## config.mk

```make
export PLATFORM = sky130hd
export DESIGN_NAME = coin_sprite_fetch
export DESIGN_NICKNAME = d
export VERILOG_FILES = /design/src/rtl/coin_sprite_fetch.sv
export SDC_FILE = /design/constraint.sdc
export NUM_CORES = 1
export LEC_CHECK = 0
export ABC_AREA = 1
export CAP_MARGIN = 0
export CORE_MARGIN = 5
export CORE_UTILIZATION = 50
export CTS_BUF_LIST = sky130_fd_sc_hd__clkbuf_16
export DETAILED_ROUTE_END_ITERATION = 8
export PLACE_DENSITY = 0.92
export SYNTH_ARGS = -nofsm -noshare
export SYNTH_HDL_FRONTEND = slang
export SYNTH_SLANG_ARGS = --single-unit
```

## constraint.sdc

```tcl
create_clock -name Clk -period 12.5 [get_ports Clk]
set_input_delay 2.5 -clock Clk [delete_from_list [all_inputs] [get_ports Clk]]
set_output_delay 2.5 -clock Clk [all_outputs]
set_load 0.02 [all_outputs]
```

## src/rtl/coin_sprite_fetch.sv

```systemverilog
// Coin-spin sprite reader: beam/box compare, ROM addressing, colour keying and spin/collect animation.
// Optional build macro COIN_FLASH_EN inverts opaque colours on odd collect ticks.
module coin_sprite_fetch #(
    parameter int          SPR_W         = 20,
    parameter int          SPR_H         = 20,
    parameter int          FRAME_DIV     = 8,
    parameter int          COLLECT_TICKS = 16,
    parameter int          RISE_STEP     = 2,
    parameter logic [23:0] TRANS_KEY     = 24'h800080
) (
    input  logic        Clk,
    input  logic        Reset,
    input  logic        frame_tick,
    input  logic        start,
    input  logic        collect,
    input  logic [9:0]  coin_x,
    input  logic [9:0]  coin_y,
    input  logic [9:0]  DrawX,
    input  logic [9:0]  DrawY,
    input  logic [23:0] rom_color,
    output logic [8:0]  read_address,
    output logic [1:0]  frame_sel,
    output logic [23:0] pixel_color,
    output logic        pixel_valid,
    output logic        busy,
    output logic        collected_done
);

    localparam int DIV_W = (FRAME_DIV > 1) ? $clog2(FRAME_DIV) : 1;
    localparam int CNT_W = (COLLECT_TICKS > 1) ? $clog2(COLLECT_TICKS) : 1;
    localparam logic [DIV_W-1:0] DIV_LAST = DIV_W'(FRAME_DIV - 1);
    localparam logic [CNT_W-1:0] CNT_LAST = CNT_W'(COLLECT_TICKS - 1);

    typedef enum logic [1:0] {IDLE, SPIN, COLLECT} state_t;

    state_t           state;
    logic [DIV_W-1:0] divider;
    logic [CNT_W-1:0] tick_count;
    logic [9:0]       rise;
    logic             in_box_q;

    logic [9:0]  top;
    logic [9:0]  col;
    logic [9:0]  row;
    logic        in_box;
    logic [8:0]  addr_next;
    logic        finishing;
    logic        opaque;
    logic [23:0] shade;

    // A coin that has risen above the screen top is dropped rather than wrapped to the bottom.
    always_comb begin
        top       = coin_y - rise;
        col       = DrawX - coin_x;
        row       = DrawY - top;
        in_box    = busy && (coin_y >= rise)
                    && (DrawX >= coin_x) && (col < 10'(SPR_W))
                    && (DrawY >= top)    && (row < 10'(SPR_H));
        addr_next = in_box ? 9'(row * 10'(SPR_W) + col) : 9'd0;
        finishing = (state == COLLECT) && frame_tick && (tick_count == CNT_LAST);
        opaque    = in_box_q && (rom_color != TRANS_KEY);
    end

`ifdef COIN_FLASH_EN
    assign shade = ((state == COLLECT) && tick_count[0]) ? ~rom_color : rom_color;
`else
    assign shade = rom_color;
`endif

    always_ff @(posedge Clk) begin
        if (Reset) begin
            state          <= IDLE;
            divider        <= '0;
            tick_count     <= '0;
            rise           <= '0;
            in_box_q       <= 1'b0;
            read_address   <= '0;
            frame_sel      <= '0;
            pixel_color    <= '0;
            pixel_valid    <= 1'b0;
            busy           <= 1'b0;
            collected_done <= 1'b0;
        end else begin
            collected_done <= 1'b0;
            read_address   <= addr_next;
            in_box_q       <= in_box;
            pixel_valid    <= opaque;
            pixel_color    <= opaque ? shade : 24'd0;

            case (state)
                IDLE: begin
                    if (start) begin
                        state      <= SPIN;
                        busy       <= 1'b1;
                        frame_sel  <= '0;
                        divider    <= '0;
                        tick_count <= '0;
                        rise       <= '0;
                    end
                end
                SPIN: begin
                    if (collect) begin
                        state      <= COLLECT;
                        rise       <= '0;
                        tick_count <= '0;
                    end else if (frame_tick) begin
                        if (divider == DIV_LAST) begin
                            divider   <= '0;
                            frame_sel <= frame_sel + 2'd1;
                        end else begin
                            divider <= divider + 1'b1;
                        end
                    end
                end
                COLLECT: begin
                    if (frame_tick) begin
                        frame_sel <= frame_sel + 2'd1;
                        if (tick_count == CNT_LAST) begin
                            state          <= IDLE;
                            busy           <= 1'b0;
                            collected_done <= 1'b1;
                            rise           <= '0;
                            tick_count     <= '0;
                        end else begin
                            tick_count <= tick_count + 1'b1;
                            rise       <= rise + 10'(RISE_STEP);
                        end
                    end
                end
                default: begin
                    state <= IDLE;
                    busy  <= 1'b0;
                end
            endcase

            // Leaving the animation flushes the pipeline so nothing leaks into IDLE.
            if (finishing) begin
                read_address <= '0;
                in_box_q     <= 1'b0;
                pixel_valid  <= 1'b0;
                pixel_color  <= '0;
            end
        end
    end

endmodule
```

# Word level (Yosys, flattened, before mapping)
# Index checks and enable logic that the tools add are counted.
dict set report classes {
  n_mux 31
  n_bitwise 5
  order_cmp 5
  n_reduce_logical 20
  n_mul 1
  n_addsub 8
  n_eq_ne 12
}
# operator count
set ops {}
lappend ops {{2-to-1 mux 10 bit} 4}
lappend ops {{>= comparator 10 bit} 3}
lappend ops {{case mux 10 bit (3 select lines)} 1}
lappend ops {{subtractor 10 bit} 3}
lappend ops {{inequality test 24 bit, second input constant} 1}
lappend ops {{less-than comparator 10 x 5 -> 1 bit, second input constant} 2}
lappend ops {{2-to-1 mux 2 bit} 9}
lappend ops {{2-to-1 mux 4 bit} 4}
lappend ops {{AND reduction 4 bit} 4}
lappend ops {{2-to-1 mux 3 bit} 4}
lappend ops {{inequality test 2 bit, second input constant} 6}
lappend ops {{case mux 2 bit (3 select lines)} 2}
lappend ops {{case mux 4 bit (3 select lines)} 1}
lappend ops {{adder 10 x 2 -> 10 bit, second input constant} 1}
lappend ops {{multiplier 10 x 3 -> 7 bit, second input constant} 1}
lappend ops {{adder 9 bit} 1}
lappend ops {{OR reduction 3 bit} 3}
lappend ops {{logical AND 1 bit} 8}
lappend ops {{case mux 3 bit (2 select lines)} 1}
lappend ops {{AND reduction 6 bit} 1}
lappend ops {{NOT 1 bit} 5}
lappend ops {{adder 4 x 1 -> 4 bit, second input constant} 1}
lappend ops {{== test 4 bit, second input constant} 1}
lappend ops {{2-to-1 mux 1 bit} 4}
lappend ops {{other kinds (11)} 11}
dict set report totals {
  out_inout_bits 38
  ff_bits 58
  input_bits 69
  elab_cells 93
}

# Longest topological paths before layout
# Gate-level depths: netlist of the first run.
dict set report depth {
  ltp_word 8
  depth_mapped 26
  ltp_nobuf 26
}

# Worst setup path after synthesis of the first run
# No wires, ideal clock.
dict set report synth_path {
  path_kind {in2reg}
  startpoint {input coin_y[1]}
  endpoint {register read_address[8]}
  path_slack_ns 6.412
  t_required_ns 12.384
  cell_stages 26
  arrival_ns 5.972
  setup_time_ns 0.116
  path_buffers 0
  cell_sequence {inv_1 > fa_1 > xor2_1 > ha_1 > nand2_1 > nand2_1 > inv_1 > nand2_1 > nand2_1 > nand2_1 > inv_1 > ha_1 > ha_1 > fa_1 > xor2_1 > ha_1 > nand2_1 > o21ai_0 > nor2_1 > or2_1 > nand2_1 > inv_1 > nand2_1 > nand2_1 > inv_1 > nor2_1}
}
dict set report synth_via {
  elab_chain_cells 8
  elab_cells_between_ends 14
  cone_classes {add/sub (3); mul (1); order compare (3); bitwise (1); reduce/logical (6)}
}
# element line_no
set synth_rtl {}
lappend synth_rtl {{start, declared} 17} ;# input logic [9:0] coin_y,
lappend synth_rtl {{branches (longest 8 deep; another with subtractor 10 bit)} n/a}
lappend synth_rtl {{end signal, assigned} 85} ;# read_address <= addr_next;
lappend synth_rtl {{end, declared} 21} ;# output logic [8:0] read_address,
# Several ways; the timed one is not identified.
# A chain may end at the register's enable or synchronous reset.

# Final worst setup path of the first run
# Ends and elaborated chain as after synthesis.

==> results.py, run 1 <==
metrics = {
    "detailed_routing": {
        "post-route-drc-count": 0,
        "first_iter_violations": 189,
        "wl_met3_um": 682,
        "postRouteAntennaNets": 0,
        "post_drt_via_cell_ratio": 5.11,
        "drt_pass1_iterations": 5,
        "wire_per_inst_um": 12.9,
        "wl_met1_mm": 4.39,
        "vias": 4304,
        "dr_wl_met2_mm": 5.57,
        "wirelength_mm": 10.9,
        "topRoutingLayerUsed": "met4",
    },
    "floorplan": {
        "die_h_um": 101,
        "num_rows": 33,
        "initial_core_util_pct": 51.0,
        "core_mm2": 0.00818,
        "ioPinCount": 107,
        "die-area_mm2": 0.0103,
        "fp.dieW_um": 101,
    },
    "layout": {
        "postLayoutCoreUtil_pct": 69.3,
        "antenna_cells": 0,
        "num-fill-cells": 666,
        "drive_above_1_share_pct": 4.20,
        "area.growth.synth_to_final_pct": 35.8,
        "multi_input_area_mm2": 0.00253,
        "nets": 857,
        "regArea_mm2": 0.00114,
    },
    "min_path": {
        "worstHoldPathType": "reg -> reg",
        "whs_path_depth": 2,
    },
    "sta": {
        "finalSetupViolCount": 0,
        "clock-skew-final_ns": 0.00717,
        "fin_crit_ns": 6.69,
        "rsz0062_at_grt": "no",
        "worst_pin_slew_ns": 0.772,
        "slew_violations": 0,
        "hold_viol_final": 0,
        "maxSlewHeadroom_pct": 48.4,
        "max_freq_mhz": 150,
        "setup_tns_ns": 0,
        "finalCritPeriodShare_pct": 53.5,
    },
    "place": {
        "portBuffers": 106,
        "place_congestion": 0.910,
        "dp_hpwl_mm": 9.05,
    },
    "grt": {
        "grt_pass1_vias": 4244,
        "overflow": 0,
        "grt.total_usage_pct": 21.3,
        "grt_pass1_wl_mm": 18.0,
        "antenna_found_initial": 0,
        "grt_max_degree": 26,
    },
    "synth": {
        "yosysSeqAreaShare_pct": 27.4,
        "muxShareOfSynthArea_pct": 0,
        "yosys.cell_types.count": 39,
        "synthSimpleGateAreaFrac_pct": 30.2,
        "synth-seq-cells": 57,
        "yosys_warnings": 0,
        "avgSynthCellArea_um2": 6.74,
        "synthXorXnorAreaFrac_pct": 3.57,
        "syn_nets": 743,
        "synth_top_family_by_area": "simple AND/OR/NAND/NOR gates",
        "syn_inst": 619,
        "synth_compound_area_share_pct": 9.36,
        "synth_fa_ha_area_share_pct": 17.4,
        "netlist_area_mm2": 0.00417,
    },
    "clock_tree": {
        "clk_pin_slew_ns": 0.05,
        "h-tree-depth": 3,
        "postCtsSetupBuffers": 0,
        "cts_made_buffers": 9,
        "root_buffer": "clkbuf_16",
        "ctsLongestPathBuffers": 2,
        "clkLatencyLatePin_ns": 0.32,
        "tritoncts": "built",
        "clock-sinks": 57,
        "cts-resized-gates": 0,
        "ctsHoldBuffers": 0,
    },
    "critical_path": {
        "cp.required_ns": 12.70,
        "endpoint_kind": "flop",
        "path_class": "in -> reg",
        "startpoint_type": "input pin",
        "r2r_cells": 25,
        "crit_arrival_ns": 6.89,
        "critPathMaxFanout": 6,
    },
    "run": {
        "drv_cap": 0,
    },
    "power": {
        "p_leak_uw": 0.00281,
        "ir_drop_v": 0.000132,
        "total_power_uw": 1170,
        "power.density_mw_per_mm2": 207,
    },
    "status": {
        "status": "finished clean",
    },
}
[metal layers]
layer	up-vias	GRT usage [%]
met2	155	39.5
met5	-	0
met3	21	4.68
li1	2193	-
met4	0	5.21
met1	1935	24.7
[per-stage QoR]
| step | area, um^2 | setup WS, ns | hold WS [ns] | instances |
|---|---|---|---|---|
| 3_3_place_gp | 5350 | 5.75 | 0.460 | 827 |
| 3_5_place_dp | 5350 | 5.54 | 0.469 | 827 |
| 5_1_grt | 5660 | 5.45 | 0.493 | 843 |
| 2_1_floorplan | 4170 | 6.41 | 0.445 | 619 |
| 6_report | 5660 | 5.81 | 0.474 | 843 |
| 4_1_cts | 5660 | 5.85 | 0.476 | 843 |
[cell type report]
type	instances	share of cell area [%]
timing repair buffer	106	18.7
sequential	57	20.2
clock inverter	7	1.52
inverter	129	8.60
clock buffer	9	3.98
tap	105	2.32
multi-input combinational	430	44.7
[worst paths after layout]
path	from	endpoint	slack, ns
setup / recovery	coin_y[1]	read_address[8]	5.81
hold / removal	rise[5]	rise[6]	0.47
hold reg to reg	rise[5]	rise[6]	0.47
setup reg to reg	rise[3]	read_address[8]	8.14
[synth_stat cells (all sizes together)]
cell     count  area, um^2
or2          4        27.5
nand3b       1        7.51
o21ai       15        75.1
inv        129         487
o22ai        2        12.5
xor2        11        96.3
dfxtp       57        1140
clkbuf       2        7.51
a21oi       39         206
nor3        14        86.3
buf          1        5.00
o2111ai      1        8.76
o21bai       3        22.5
o211ai       1        7.51
conb         1        3.75
xnor2        6        52.6
a21o         1        7.51
nand2      139         537
nand3       40         205
nor2        75         289
ha          50         626
nand4       14         103
nor4         1        6.26
fa           5         100
a31oi        2        12.5
a211oi       5        37.5
[power breakdown]
| group | switching (uW) | internal (uW) |
|---|---|---|
| Sequential | 12.0 | 195 |
| Clock | 78.5 | 172 |
| Combinational | 426 | 288 |
| Total | 517 | 656 |
[layout by cell type, fill, tap and decap left out, types with 2 or more instances in the layout]
cell type,synthesis,final
o22ai_1,2,2
nor3_1,12,12
fa_1,5,5
xor2_1,11,11
inv_1,126,127
bufinv_16,0,2
nand2_2,3,3
o21ai_0,14,14
a31oi_1,2,2
nor2_2,3,3
xnor2_1,6,6
clkinv_2,0,2
nand3_1,39,39
or2_1,2,2
a211oi_1,5,5
ha_1,50,50
o21bai_1,3,3
a21oi_1,38,38
clkbuf_16,0,9
nand4_1,13,13
dfxtp_1,57,57
clkdlybuf4s50_1,0,106
inv_2,2,2
nor2_1,72,72
nand2_1,135,135
[state kept, by name, indices dropped and copies added, names as in the netlist]
signal,cells
pixel_color,24
read_address,9
rise,9
tick_count,4
divider,3
frame_sel,2
state,2
busy,1
collected_done,1
in_box_q,1
pixel_valid,1
[critical path, cell delays in order]
cell,delay (ns)
clkdlybuf4s50_1,0.49
inv_1,0.06
fa_1,0.46
xor2_1,0.18
ha_1,0.39
nand2_1,0.09
nand2_1,0.10
inv_1,0.07
nand2_1,0.06
nand2_1,0.05
nand2_1,0.08
inv_1,0.06
ha_1,0.28
ha_1,0.24
fa_1,0.39
xor2_1,0.17
ha_1,0.34
nand2_1,0.09
o21ai_0,0.18
nor2_1,0.07
or2_1,0.22
nand2_1,0.08
inv_1,0.05
nand2_1,0.05
nand2_1,0.05
inv_1,0.05
nor2_1,0.04
[logic make-up (layout without fill, tap and decap cells)]
kind of cell,Yosys count,after routing
AO/OA/AOI/OAI,69,69
XOR/XNOR,17,17
adder cells (fa/ha/maj),55,55
buffers and inverters,132,251
AND/OR/NAND/NOR,288,288
flip-flops,57,57
other,1,1
Note: power is estimated with default switching activity, not from simulation.
==> inputs of run 2 (changes only) <==
--- a/config.mk
+++ b/config.mk
@@ -8,10 +8,10 @@
 export ABC_AREA = 1
 export CAP_MARGIN = 0
 export CORE_MARGIN = 5
-export CORE_UTILIZATION = 50
+export CORE_UTILIZATION = 45
 export CTS_BUF_LIST = sky130_fd_sc_hd__clkbuf_16
 export DETAILED_ROUTE_END_ITERATION = 8
-export PLACE_DENSITY = 0.92
+export PLACE_DENSITY = 0.88
 export SYNTH_ARGS = -nofsm -noshare
 export SYNTH_HDL_FRONTEND = slang
 export SYNTH_SLANG_ARGS = --single-unit
==> constraint.sdc (replaced) <==
create_clock -name Clk -period 6 [get_ports Clk]
set_input_delay 1.2 -clock Clk [delete_from_list [all_inputs] [get_ports Clk]]
set_output_delay 1.2 -clock Clk [all_outputs]
set_load 0.02 [all_outputs]
==> results.py, run 2 (synthesis results as in run 1) <==
metrics = {
    "critical_path": {
        "cp_slowest_cell": "clkdlybuf4s50_1",
        "cp_num_buf_inv": 4,
        "cp.depth": 25,
        "endpoint_kind": "flop",
        "cp.required_ns": 6.20,
        "r2r_slack_ns": 1.72,
        "crit_top_cell": "nand2_1",
        "startpoint_type": "input pin",
        "slowest_delay_ns": 0.50,
        "r2r_end": "read_address[8]",
        "r2r_cells": 25,
        "regToRegStartpoint": "rise[3]",
        "crit_arrival_ns": 5.49,
        "critical_path.top_delay_family": "adder cells",
        "critPathMaxFanout": 5,
        "path_class": "in -> reg",
    },
    "clock_tree": {
        "cts_made_buffers": 9,
        "cts-resized-gates": 0,
        "clock-sinks": 57,
        "root_buffer": "clkbuf_16",
        "clk_pin_slew_ns": 0.05,
        "clkLatencyLatePin_ns": 0.31,
        "tritoncts": "built",
        "ctsHoldBuffers": 0,
        "postCtsSetupBuffers": 0,
        "ctsLongestPathBuffers": 2,
        "h-tree-depth": 3,
    },
    "place": {
        "place_area_mm2": 0.00536,
        "portBuffers": 106,
        "place_congestion": 0.875,
        "dp_hpwl_mm": 8.37,
    },
    "floorplan": {
        "num_rows": 35,
        "initial_core_util_pct": 45.6,
        "ioPinCount": 107,
        "die_h_um": 106,
        "core_mm2": 0.00915,
        "fp.dieW_um": 106,
        "die-area_mm2": 0.0113,
    },
    "min_path": {
        "hold_start": "divider[1]",
        "whs_path_depth": 2,
        "worst_hold_path.endpoint": "divider[1]",
        "worstHoldPathType": "reg -> reg",
    },
    "grt": {
        "grt_max_degree": 26,
        "overflow": 0,
        "grt_pass1_vias": 3866,
        "grt_pass1_wl_mm": 16.7,
        "grt.total_usage_pct": 17.8,
        "antenna_found_initial": 0,
    },
    "sta": {
        "worst_pin_slew_ns": 0.780,
        "rsz0062_at_grt": "no",
        "finalSetupViolCount": 0,
        "finalCritPeriodShare_pct": 88.3,
        "maxSlewHeadroom_pct": 47.8,
        "clock-skew-final_ns": 0.00792,
        "fin_crit_ns": 5.30,
        "slew_violations": 0,
        "setup_tns_ns": 0,
        "max_freq_mhz": 189,
        "hold_viol_final": 0,
    },
    "layout": {
        "largest_register_ffs": 24,
        "drive_above_1_share_pct": 4.20,
        "antenna_cells": 0,
        "num-fill-cells": 822,
        "nets": 857,
        "final_cell_area_mm2": 0.00565,
        "layout_common_cells": "135 x nand2_1, 127 x inv_1, 106 x clkdlybuf4s50_1",
        "layout_commonest_cell": "nand2_1",
        "area.growth.synth_to_final_pct": 35.4,
        "reg_top3": "pixel_color: 24 flops, read_address: 9 flops, rise: 9 flops",
        "largest_register": "pixel_color",
    },
    "detailed_routing": {
        "first_iter_violations": 130,
        "drt_pass1_iterations": 6,
        "vias": 4112,
        "postRouteAntennaNets": 0,
        "wire_per_inst_um": 11.6,
        "post_drt_via_cell_ratio": 4.84,
        "post-route-drc-count": 0,
        "wirelength_mm": 9.87,
    },
    "run": {
        "drv_cap": 0,
    },
    "power": {
        "p_leak_uw": 0.00279,
        "power.density_mw_per_mm2": 418,
        "ir_drop_v": 0.000413,
    },
    "status": {
        "status": "finished clean",
    },
}
==> run 2: where the power goes <==
group	internal, uW	switching [uW]
Combinational	597	852
Clock	316	164
Sequential	407	22.1
Total	1320	1040
==> run 2: cell type report <==
class	count	area, um^2	area share [%]
Clock inverter	7	62.6	1.11
Multi-Input combinational cell	430	2530	44.8
Clock buffer	9	225	3.99
Sequential cell	57	1140	20.2
Timing Repair Buffer	106	1060	18.8
Inverter	129	487	8.62
Tap cell	111	139	2.46
==> run 2: per-layer routing <==
layer  up-vias  share of wire [%]  GRT usage (%)
li1       2183                  -              -
met5         -                  0              0
met3        16                4.0           3.16
met4         0                2.0           5.18
met2        88                 51           32.3
met1      1825                 43           21.3
==> run 2: worst reg2reg max path, stage by stage (launching register included) <==
cell and delay, ns:
dfxtp_1 0.32, inv_1 0.08, ha_1 0.33, a21oi_1 0.22, o21ai_0 0.14, xnor2_1 0.14, ha_1 0.37, nand2_1 0.09
nor2_1 0.12, nand2_1 0.06, nand3_1 0.11, xor2_1 0.24, ha_1 0.29, ha_1 0.34, xor2_1 0.16, ha_1 0.33
nand2_1 0.08, o21ai_0 0.16, nor2_1 0.07, or2_1 0.22, nand2_1 0.07, inv_1 0.04, nand2_1 0.04, nand2_1 0.05
inv_1 0.05, nor2_1 0.03
==> run 2: how the worst max path moves through the flow <==
| stage | start | to | slack [ns] |
|---|---|---|---|
| 2_1_floorplan | coin_y[1] | read_address[8] | 1.21 |
| 3_3_place_gp | coin_y[1] | read_address[8] | 0.51 |
| 3_5_place_dp | coin_y[1] | read_address[8] | 0.40 |
| 4_1_cts | coin_y[1] | read_address[8] | 0.69 |
| 5_1_grt | coin_y[1] | read_address[8] | 0.32 |
| 6_report | coin_y[1] | read_address[8] | 0.70 |
==> run 2: metrics by stage <==
stage	power [uW]	worst slack (ns)	utilization [%]	hold WS, ns	std cells
after floorplan	1580	1.21	-	0.445	619
after global placement	1830	0.512	58.5	0.462	833
after detailed placement	1870	0.402	58.5	0.465	833
after CTS	2360	0.690	61.7	0.473	849
after global routing	2620	0.318	61.7	0.493	849
final	2360	0.701	61.7	0.467	849
==> inputs of run 3 (changes only) <==
--- a/config.mk
+++ b/config.mk
@@ -11,7 +11,7 @@
 export CORE_UTILIZATION = 45
 export CTS_BUF_LIST = sky130_fd_sc_hd__clkbuf_16
 export DETAILED_ROUTE_END_ITERATION = 8
-export PLACE_DENSITY = 0.88
+export PLACE_DENSITY = 0.77
 export SYNTH_ARGS = -nofsm -noshare
 export SYNTH_HDL_FRONTEND = slang
 export SYNTH_SLANG_ARGS = --single-unit
==> results.py, run 3 (synthesis results as in run 1) <==
metrics = {
    "layout": {
        "area.growth.synth_to_final_pct": 35.9,
        "nets": 857,
        "layout_common_cells": "135 x nand2_1, 127 x inv_1, 106 x clkdlybuf4s50_1",
        "antenna_cells": 0,
        "finalNonFillerCells": 849,
        "reg_top3": "pixel_color: 24 flops, read_address: 9 flops, rise: 9 flops",
        "drive_above_1_share_pct": 4.20,
        "largest_register": "pixel_color",
        "largest_register_ffs": 24,
        "layout_commonest_cell": "nand2_1",
    },
    "detailed_routing": {
        "wirelength_mm": 10.3,
        "post_drt_via_cell_ratio": 4.81,
        "post-route-drc-count": 0,
        "vias": 4086,
        "first_iter_violations": 134,
        "drt_pass1_iterations": 6,
        "wire_per_inst_um": 12.2,
        "postRouteAntennaNets": 0,
    },
    "clock_tree": {
        "root_buffer": "clkbuf_16",
        "clk_pin_slew_ns": 0.05,
        "postCtsSetupBuffers": 0,
        "cts-resized-gates": 0,
        "h-tree-depth": 3,
        "tritoncts": "built",
        "clkLatencyLatePin_ns": 0.32,
        "ctsHoldBuffers": 0,
        "clock-sinks": 57,
        "cts_made_buffers": 9,
        "ctsLongestPathBuffers": 2,
    },
    "floorplan": {
        "core_mm2": 0.00915,
        "die_h_um": 106,
        "num_rows": 35,
        "ioPinCount": 107,
        "initial_core_util_pct": 45.6,
        "fp.dieW_um": 106,
        "die-area_mm2": 0.0113,
    },
    "sta": {
        "finalCritPeriodShare_pct": 88.8,
        "fin_crit_ns": 5.33,
        "clock-skew-final_ns": 0.00845,
        "holdWs_ns": 0.476,
        "worst_pin_slew_ns": 0.793,
        "rsz0062_at_grt": "no",
        "setup_tns_ns": 0,
        "slew_violations": 0,
        "hold_viol_final": 0,
        "maxSlewHeadroom_pct": 47.0,
        "finalSetupViolCount": 0,
        "max_freq_mhz": 188,
    },
    "place": {
        "placed_cells": 833,
        "portBuffers": 106,
        "place_congestion": 0.870,
        "dp_hpwl_mm": 8.58,
    },
    "grt": {
        "overflow": 0,
        "grt_pass1_wl_mm": 17.3,
        "grt_pass1_vias": 3935,
        "grt.total_usage_pct": 18.4,
        "grt_max_degree": 26,
        "antenna_found_initial": 0,
    },
    "power": {
        "power.density_mw_per_mm2": 427,
        "p_leak_uw": 0.00281,
        "ir_drop_v": 0.000311,
    },
    "critical_path": {
        "endpoint_kind": "flop",
        "startpoint_type": "input pin",
        "cp.required_ns": 6.20,
        "critPathMaxFanout": 6,
        "path_class": "in -> reg",
        "crit_arrival_ns": 5.53,
    },
    "min_path": {
        "worstHoldPathType": "reg -> reg",
    },
    "run": {
        "drv_cap": 0,
    },
    "status": {
        "status": "finished clean",
    },
}
[run 3: cell types whose count changed in the layout (fill, tap and decap cells not counted), sizes merged]
| cell | before | now |
|---|---|---|
| clkinvlp | 2 | 0 |
| bufinv | 1 | 2 |
| clkinv | 3 | 4 |
[run 3: layout make-up]
| cell class | count | area (um^2) |
|---|---|---|
| fillers | 808 | 3480 |
| multi-input cells | 430 | 2530 |
| flip-flops and latches | 57 | 1140 |
| repair buffers | 106 | 1060 |
| inverters | 129 | 487 |
| clock buffers | 9 | 225 |
| well taps | 111 | 139 |
| clock inverters | 7 | 86.3 |
[run 3: path summary, 6_finish.rpt]
check,start,end,slack [ns],cells past startpoint
worst max-delay path,coin_y[1],read_address[8],0.67,27
worst min-delay path,rise[9],rise[9],0.48,2
worst max register to register,rise[3],read_address[8],1.70,25
worst min register to register,rise[9],rise[9],0.48,2
[run 3: per-stage QoR]
stage	power, uW	utilization (%)	cell area [um^2]	worst slack, ns
6_report	2420	61.9	5670	0.673
5_1_grt	2670	61.9	5670	0.352
4_1_cts	2430	61.9	5670	0.672
3_5_place_dp	1880	58.5	5360	0.399
3_3_place_gp	1840	58.5	5360	0.501
2_1_floorplan	1580	-	4170	1.21
[run 3: critical path, stage by stage]
cell and delay [ns]:
clkdlybuf4s50_1 0.51, inv_1 0.09, fa_1 0.47, xor2_1 0.18, ha_1 0.39, nand2_1 0.09
nand2_1 0.08, inv_1 0.05, nand2_1 0.05, nand2_1 0.04, nand2_1 0.08, inv_1 0.07
ha_1 0.28, ha_1 0.23, fa_1 0.38, xor2_1 0.17, ha_1 0.33, nand2_1 0.08
o21ai_0 0.15, nor2_1 0.07, or2_1 0.22, nand2_1 0.08, inv_1 0.04, nand2_1 0.05
nand2_1 0.05, inv_1 0.05, nor2_1 0.03
[run 3: routing by layer]
layer | GRT usage, % | wire (um) | vias to the layer above
met3 | 2.98 | 315 | 4
li1 | - | - | 2185
met5 | 0 | 0 | -
met4 | 3.89 | 56 | 0
met2 | 34.4 | 5600 | 63
met1 | 22.1 | 4350 | 1834
[run 3: power by group]
| group | switching (uW) | total [uW] | internal (uW) |
|---|---|---|---|
| clock | 174 | 533 | 359 |
| combinational | 860 | 1460 | 597 |
| sequential | 23.0 | 430 | 407 |
